`src/rtl/loader_pkg.sv`:
```
// Shared types and constants for the UART boot loader.
package loader_pkg;
    typedef enum logic [2:0] {SEND_REQ, RECV_SIZE, RECV_DATA, SEND_DONE, DONE} state_t;

    localparam logic [7:0] SYNC_REQ          = 8'h99;
    localparam logic [7:0] SYNC_DONE         = 8'hAA;
    localparam int         LOADER_SIZE_BYTES = 4;
endpackage

```
`src/rtl/byte_word_packer.sv`:
```
// Lane-indexed byte accumulator; word output already includes the byte being
// pushed this cycle and zero-fills lanes above it.
module byte_word_packer (
    input  logic        clk,
    input  logic        reset_n,
    input  logic        clear,
    input  logic        push,
    input  logic [7:0]  din,
    output logic [1:0]  lane,
    output logic [31:0] word
);
    logic [3:0][7:0] lanes_q;
    logic [1:0]      idx_q;

    always_ff @(posedge clk) begin
        if (!reset_n || clear) begin
            lanes_q <= '0;
            idx_q   <= '0;
        end else if (push) begin
            lanes_q[idx_q] <= din;
            idx_q          <= idx_q + 2'd1;
        end
    end

    assign lane = idx_q;

    for (genvar k = 0; k < 4; k++) begin : g_lane
        assign word[8*k +: 8] = (2'(k) < idx_q)           ? lanes_q[k] :
                                (2'(k) == idx_q && push)  ? din        : 8'h00;
    end
endmodule

```
`src/rtl/program_loader.sv`:
```
// Boot loader: requests a program over UART, writes it into instruction memory
// as little-endian words, then requests stdin and releases the core.
import loader_pkg::*;

module program_loader #(
    parameter int         IMEM_ADDR_W = 14,
    parameter logic [7:0] SYNC_REQ    = loader_pkg::SYNC_REQ,
    parameter logic [7:0] SYNC_DONE   = loader_pkg::SYNC_DONE
) (
    input  logic                   clk,
    input  logic                   reset_n,
    input  logic [7:0]             rx_rdata,
    input  logic                   rx_rdata_ready,
    input  logic                   rx_ferr,
    output logic [7:0]             tx_sdata,
    output logic                   tx_start,
    input  logic                   tx_busy,
    output logic                   imem_we,
    output logic [IMEM_ADDR_W-1:0] imem_addr,
    output logic [31:0]            imem_wdata,
    output logic                   load_done,
    output logic                   load_error
);
    state_t               state_q, state_d;
    logic [31:0]          bytes_left_q;
    logic [IMEM_ADDR_W:0] word_idx_q;
    logic                 tx_guard_q;

    logic        rx_ok, rx_bad, can_send;
    logic        tx_fire, size_load, data_byte, word_done, rx_err;
    logic [7:0]  tx_byte;
    logic        pk_push, pk_clear;
    logic [1:0]  pk_lane;
    logic [31:0] pk_word;

    assign rx_ok  = rx_rdata_ready && !rx_ferr;
    assign rx_bad = rx_rdata_ready && rx_ferr;
    // tx_busy only rises the cycle after tx_start, so block two cycles after a send
    assign can_send = !tx_busy && !tx_start && !tx_guard_q;

    byte_word_packer u_packer (
        .clk     (clk),
        .reset_n (reset_n),
        .clear   (pk_clear),
        .push    (pk_push),
        .din     (rx_rdata),
        .lane    (pk_lane),
        .word    (pk_word)
    );

    always_comb begin
        state_d   = state_q;
        tx_fire   = 1'b0;
        tx_byte   = SYNC_REQ;
        pk_push   = 1'b0;
        pk_clear  = 1'b0;
        size_load = 1'b0;
        data_byte = 1'b0;
        word_done = 1'b0;
        rx_err    = 1'b0;
        case (state_q)
            SEND_REQ: if (can_send) begin
                tx_fire = 1'b1;
                state_d = RECV_SIZE;
            end
            RECV_SIZE: begin
                rx_err = rx_bad;
                if (rx_ok) begin
                    pk_push = 1'b1;
                    if (pk_lane == 2'(LOADER_SIZE_BYTES - 1)) begin
                        size_load = 1'b1;
                        state_d   = (pk_word == 32'd0) ? SEND_DONE : RECV_DATA;
                    end
                end
            end
            RECV_DATA: begin
                rx_err = rx_bad;
                if (rx_ok) begin
                    pk_push   = 1'b1;
                    data_byte = 1'b1;
                    word_done = (pk_lane == 2'd3) || (bytes_left_q == 32'd1);
                    if (bytes_left_q == 32'd1) begin
                        pk_clear = 1'b1;
                        state_d  = SEND_DONE;
                    end
                end
            end
            SEND_DONE: if (can_send) begin
                tx_fire = 1'b1;
                tx_byte = SYNC_DONE;
                state_d = DONE;
            end
            DONE:    ;
            default: state_d = SEND_REQ;
        endcase
    end

    always_ff @(posedge clk) begin
        if (!reset_n) begin
            state_q      <= SEND_REQ;
            bytes_left_q <= '0;
            word_idx_q   <= '0;
            tx_guard_q   <= 1'b0;
            tx_start     <= 1'b0;
            tx_sdata     <= '0;
            imem_we      <= 1'b0;
            imem_addr    <= '0;
            imem_wdata   <= '0;
            load_done    <= 1'b0;
            load_error   <= 1'b0;
        end else begin
            state_q    <= state_d;
            tx_start   <= tx_fire;
            tx_guard_q <= tx_start;
            load_done  <= (state_d == DONE);
            imem_we    <= 1'b0;
            if (tx_fire)   tx_sdata <= tx_byte;
            if (size_load) bytes_left_q <= pk_word;
            if (data_byte) bytes_left_q <= bytes_left_q - 32'd1;
            if (rx_err)    load_error <= 1'b1;
            if (word_done) begin
                // top index bit set means memory is full; index saturates there
                if (word_idx_q[IMEM_ADDR_W]) begin
                    load_error <= 1'b1;
                end else begin
                    imem_we    <= 1'b1;
                    imem_addr  <= word_idx_q[IMEM_ADDR_W-1:0];
                    imem_wdata <= pk_word;
                    word_idx_q <= word_idx_q + (IMEM_ADDR_W+1)'(1);
                end
            end
        end
    end
endmodule

```
`config.mk`:
```
export PLATFORM = sky130hd
export DESIGN_NAME = program_loader
export DESIGN_NICKNAME = d
export VERILOG_FILES = /design/src/rtl/loader_pkg.sv /design/src/rtl/byte_word_packer.sv /design/src/rtl/program_loader.sv
export SDC_FILE = /design/constraint.sdc
export NUM_CORES = 1
export LEC_CHECK = 0
export CAP_MARGIN = 40
export CELL_PAD_IN_SITES_DETAIL_PLACEMENT = 2
export CELL_PAD_IN_SITES_GLOBAL_PLACEMENT = 2
export CORE_MARGIN = 3
export CORE_UTILIZATION = 30
export CTS_BUF_LIST = sky130_fd_sc_hd__clkbuf_16
export DETAILED_ROUTE_END_ITERATION = 8
export HOLD_SLACK_MARGIN = 0.06
export PLACE_DENSITY = 0.83
export SLEW_MARGIN = 20
export SYNTH_ARGS = -nofsm -noshare
export SYNTH_HDL_FRONTEND = slang
export SYNTH_SLANG_ARGS = --single-unit
```
`constraint.sdc`:
```
create_clock -name clk -period 2.7 [get_ports clk]
set_input_delay 0.405 -clock clk [delete_from_list [all_inputs] [get_ports clk]]
set_output_delay 0.405 -clock clk [all_outputs]
set_load 0.01 [all_outputs]
```
# Yosys cells after proc, flatten, opt, wreduce, memory -nomap -nowiden
# Index checks and enable logic that the tools add are counted.
dict set report classes {
  n_reduce_logical 24
  order_cmp 6
  div_mod_pow 0
  shift 0
  n_eq_ne 10
  bitwise_logic 1
  mul 0
  add_sub_neg 3
  muxes 42
}
# operator n
set op_table {}
lappend op_table {{8-bit two-way mux} 9}
lappend op_table {{32-bit two-way mux} 2}
lappend op_table {{32-bit bitwise mux} 1}
lappend op_table {{32-bit by 1-bit == test with 1-bit output (second input constant)} 1}
lappend op_table {{32-bit logical NOT} 1}
lappend op_table {{32-bit by 1-bit subtractor with 32-bit output (second input constant)} 1}
lappend op_table {{1-bit two-way mux} 19}
lappend op_table {{3-bit two-way mux} 6}
lappend op_table {{8-bit demux with 2-bit select} 1}
lappend op_table {{15-bit by 1-bit adder with 15-bit output (second input constant)} 1}
lappend op_table {{15-bit two-way mux} 1}
lappend op_table {{3-bit one-hot mux with 5 select lines} 1}
lappend op_table {{6-bit two-way mux} 2}
lappend op_table {{1-bit logical AND} 9}
lappend op_table {{3-bit by 2-bit == test with 1-bit output (second input constant)} 2}
lappend op_table {{3-bit == test (second input constant)} 2}
lappend op_table {{1-bit logical NOT} 5}
lappend op_table {{2-bit == test (first input constant)} 2}
lappend op_table {{1-bit by 2-bit less-than comparator with 1-bit output (first input constant)} 2}
lappend op_table {{2-bit less-than comparator (first input constant)} 2}
lappend op_table {{2-bit AND reduction} 2}
lappend op_table {{2-bit OR reduction} 2}
lappend op_table {{3-bit by 1-bit == test with 1-bit output (second input constant)} 1}
lappend op_table {{3-bit logical NOT} 1}
lappend op_table {{9 further kinds} 10}
dict set report totals {
  memories 0
  in_bits 13
  elab_cells 103
  ramBits 0
  output_inout_bits 58
  romBits 0
  latchBits 0
  ff_bits 143
}

# Depth between registers and ports, before layout
# Gate-level depths: netlist of run 1.
dict set report depth {
  ltp_word 13
  mapped_depth 11
  mapped_depth_nobuf 8
}

# Cells and area by module
# Synthesis of run 1 repeated with hierarchy kept, for this count alone.
dict set report unflattened {
  hier_cells 815
  area_unflattened_um2 6547.5
}
# module area_per_inst_um2 instances cells_per_inst seq_area_each_um2
set by_module_without_submodules {}
lappend by_module_without_submodules {program_loader 5003.5 1 621 2082.0}
lappend by_module_without_submodules {byte_word_packer 1544.0 1 194 520.5}

# Least setup slack after synthesis of run 1
# Ideal clock, no wire load.
dict set report synth_timing {
  kind {reg-to-reg}
  from {reg bytes_left_q[17]}
  to {reg imem_wdata[19]}
  path_stages_with_launch 10
  arrival_time_ns 2.425
  setup_time_ns 0.128
  required_time_ns 2.572
  period_less_slack_ns 2.553
  setup_slack_ns 0.147
  path_buffers 3
  cell_sequence {dfxtp_1 -> or4_4 -> or4_4 -> nand4bb_1 -> buf_2 -> a21oi_4 -> buf_6 -> buf_12 -> mux2i_1 -> nor2_1}
}
dict set report synth_between {
  elab_chain_len 5
}
# element line_no
set synth_lines {}
lappend synth_lines {{from (decl)} program_loader.sv:25} ;# logic [31:0] bytes_left_q;
lappend synth_lines {{from (signal assigned)} program_loader.sv:118} ;# if (size_load) bytes_left_q <= pk_word;
lappend synth_lines {{from (signal assigned)} program_loader.sv:119} ;# if (data_byte) bytes_left_q <= bytes_left_q - 32'd1;
lappend synth_lines {{32-bit by 1-bit == test with 1-bit output} program_loader.sv:81} ;# word_done = (pk_lane == 2'd3) || (bytes_left_q == 32'd1);
lappend synth_lines {{1-bit logical OR} program_loader.sv:81}
lappend synth_lines {{1-bit two-way mux} program_loader.sv:78} ;# if (rx_ok) begin
lappend synth_lines {{1-bit two-way mux} program_loader.sv:61} ;# case (state_q)
lappend synth_lines {{2-bit AND reduction (no source line)} -}
lappend synth_lines {{to (signal assigned)} program_loader.sv:128} ;# imem_wdata <= pk_word;
lappend synth_lines {{to (decl)} program_loader.sv:20} ;# output logic [31:0] imem_wdata,
# Every way passes these cells.
# A chain may end at the register's enable or synchronous reset.

# Final worst setup path of run 1
dict set report layout_timing {
  from {reg bytes_left_q[17]}
  to {reg imem_wdata[28]}
}
# The elaborated chain is that of the path after synthesis.

==> qor.csv, run 1 <==
stage,metric,value,unit
global_route,grt_max_degree,59,
yosys,synthFlopType,dfxtp_1,
timing,fin_skew,11.87,ps
global_route,track_usage,21.66,%
power_and_ir_drop,pwr_density_cell,547.4,nW/um^2
yosys,ys_seq_area_share,42.87,%
timing,rsz0062_at_grt,true,
global_route,antenna_found_initial,0,
yosys,post-synth-top-area-cell,dfxtp_1,
clock_network,cts.clk_slew.worst_paths,60,ps
setup_path,cpMostUsedCell,or4_4,
layout,final_cell_mix,"dfxtp_1 (130), nand2_1 (99), nor2_1 (85)",
setup_path,path_cells,or4_4 > or4_4 > nand4bb_4 > a21oi_4 > buf_4 > clkbuf_16 > nor2b_1 > o21a_1,
setup_path,worstReg2RegEnd,imem_wdata[28],
timing,layout_min_cycle_time,2645,ps
yosys,syn_area,6071,sq um
placed_design,post_dp_cell_area,7296,sq um
routing,antenna_left,0,
yosys,ys_warn_count,0,
layout,final_common_cell,dfxtp_1,
power_and_ir_drop,p_clk_share,50.5,%
routing,drtIter0Drc,369,
floorplanning,core,19650,sq um
placed_design,detailed_place_hpwl,15330,microns
clock_network,cts_tree,built,
clock_network,worstSkewPairLatency,440,ps
timing,finalSetupViolCount,0,
power_and_ir_drop,sw_frac_of_total,25.09,%
clock_network,cts_buffers,17,
placed_design,pre_cts_ws,-282.6,ps
routing,first_pass_iters,5,
power_and_ir_drop,finalPower,4.352,mW
yosys,synth_edf_count,0,
setup_path,critPathLaunchType,register,
routing,vias,6045,
timing,relSlewSlack,48.80,%
yosys,yosysTopAreaCellShare,42.87,%
global_route,grt_pass1_vias,6457,
layout,final_cells,1103,
setup_path,end_kind,register,
floorplanning,die_area,21980,sq um
timing,fin_ws,55.31,ps
floorplanning,pin_count,71,
global_route,grt.busiest_layer,met2,
yosys,syn_inst,729,
clock_network,cts.sinks,130,
routing,routed_wl,24520,microns
setup_path,critical_path.max_fanout,18,
layout,utilization,40.45,%
global_route,grt_overflow,0,
clock_network,cts_root_buf,clkbuf_16,
layout,finalNetCount,846,
yosys,syn_avg_cell_area,8.328,sq um
min_path,hold_end,bytes_left_q[3],
timing,tightest_slew,765.2,ps
min_path,min_from,reset_n,
min_path,min_path_type,in2reg,
setup_path,critPathMaxStageDelay,570,ps
layout,area_growth,30.96,%
setup_path,timing.rr.start,bytes_left_q[17],
outcome,status,"complete, no violations",
global_route,grt_first_pass_wirelength,37150,microns
layout,diodes,0,
routing,drc_errors,0,
setup_path,r2r_cells,8,
timing,hold_ws,414.4,ps
placed_design,dp_cells,1067,
global_route,met1_usage,27.59,%
yosys,synth_cell_types,65,
global_route,use_met2,36.58,%
timing,drv_slew,0,
floorplanning,die_h,148.3,microns
timing,clock.fmax,0.3781,GHz
floorplanning,initial_core_util,30.89,%
setup_path,critPathArrivalTime,2980,ps
setup_path,crit_type,reg2reg,
timing,totalNegativeSetupSlack,0,ps
power_and_ir_drop,p_leak,2.919,nW
placed_design,place.port_buffers,68,
power_and_ir_drop,internal_power,3.260,mW
power_and_ir_drop,ir_worst_vdd,0.4405,mV
routing,wire_per_inst,22.23,microns
power_and_ir_drop,switching_power,1.092,mW
yosys,async_flop_share,0,%
setup_path,worstPathRequired,3030,ps
yosys,synthTopCellsByArea,"dfxtp_1 (43%), nand2_1 (6.1%), mux2i_1 (5.3%), nor2_1 (5.3%), a21oi_1 (4.8%)",
routing,viasPerCell,5.481,
clock_network,cts_max_path_buffers,2,
setup_path,cpMaxStageDelayCell,or4_4,
timing,period_share,97.95,%
clock_network,cts-htree-levels,4,
job,cap_violations,0,
global_route,grtUsageMet3,3.656,%
layout,drive_above_1_share,13.25,%
timing,hold_viol_final,0,
placed_design,gp_congestion,0.8491,
layout,postLayoutCellArea,7950,sq um
yosys,synth_seq_cells,130,
min_path,hold_depth,2,
floorplanning,core.rowCount,51,
setup_path,reg2reg_slack,60,ps
floorplanning,die_w,148.3,microns
power_and_ir_drop,p_seq_share,44.6,%
power_and_ir_drop,combPwrFrac,4.9,%
worst max path at each step:
stage,from,to,cells past startpoint
global placement,rx_rdata_ready,word_idx_q[7],9
CTS,bytes_left_q[17],imem_wdata[7],7
detailed placement,rx_rdata_ready,imem_wdata[7],8
finish,bytes_left_q[17],imem_wdata[28],8
floorplan,bytes_left_q[17],imem_wdata[19],9
global route,rx_rdata_ready,bytes_left_q[11],10
critical path: cells and delay by family, from the launching register on:
family          cells  cell delay [ps]
compound gates      2              500
flops               1              320
buf+inv             2              350
simple gates        4             1360
sequential cells by signal (all words and copies together) (netlist names):
signal	cells
bytes_left_q	32
imem_addr	14
imem_wdata	32
imem_we	1
load_done	1
load_error	1
state_q	3
tx_guard_q	1
tx_sdata	3
tx_start	1
u_packer.lane	2
u_packer.lanes_q	24
word_idx_q	15
cells by family (layout without fill, tap and decap cells):
family                   Yosys count  count (layout)  synth area share (%)
AO/OA/AOI/OAI                    180             180                 19.64
XOR/XNOR                           7               7                 1.010
adder cells (fa/ha/maj)            8               8                 1.649
buffers and inverters             67             175                 5.420
flip-flops                       130             130                 42.87
multiplexers                      32              32                 5.276
other                              1               2               0.06177
AND/OR/NAND/NOR                  304             304                 24.07
metal layers:
metal  share of wire (%)  up-vias
met5                   0        -
met1                  44     3073
li1                    -     2758
met2                  49      162
met4                 3.1        0
met3                 4.1       52
layout make-up:
type	instances	area (sq um)
clock buffer	17	425.4
clock inverter	15	122.6
fill	2196	11700
inverter	14	52.55
multi-input combinational	533	3181
sequential	130	2603
tap	265	331.6
timing repair buffer	129	1235
synth_stat cells, types with 3 or more instances:
master    number
or4_1          6
nor2_1        85
a211oi_2       4
nand3_1        7
o21a_1        27
and3_1        23
dfxtp_1      130
and2_1         6
nor4_1        12
o22ai_1        5
xnor2_1        6
buf_2          5
nor3_1        15
o211ai_1       3
a31oi_1        6
a221oi_1       4
a211oi_1      16
nor2b_1       14
ha_1           8
or3_1          6
inv_1         13
clkbuf_1      36
a32oi_1        3
nand2_1       99
mux2i_1       32
o21ai_0       26
a22oi_1        3
nand2b_1      10
nand4_1        6
a21oi_1       58
o31ai_1        5
buf_4          6
power by group through the flow:
stage               Sequential, mW  Clock [mW]  Combinational (mW)
floorplan                     1.98           0              0.0949
global placement              1.98           0               0.199
detailed placement            1.98           0               0.205
CTS                           1.94        2.22               0.210
global route                  1.94        2.33               0.226
finish                        1.94        2.20               0.212
what timing repair did:
item	in CTS	in global routing
gates cloned	0	2
gates resized for setup	0	7
pin swaps	1	2
hold buffers	0	0
endpoints found under the setup margin	1	26
buffers inserted	0	2
No activity file was read; power rests on OpenSTA's default activity.
==> run 2: changes to the inputs <==
Settings changed: SLEW_MARGIN 20 to 15.
==> results of run 2 <==
Final layout, timing and power as in run 1 (identical DEF).
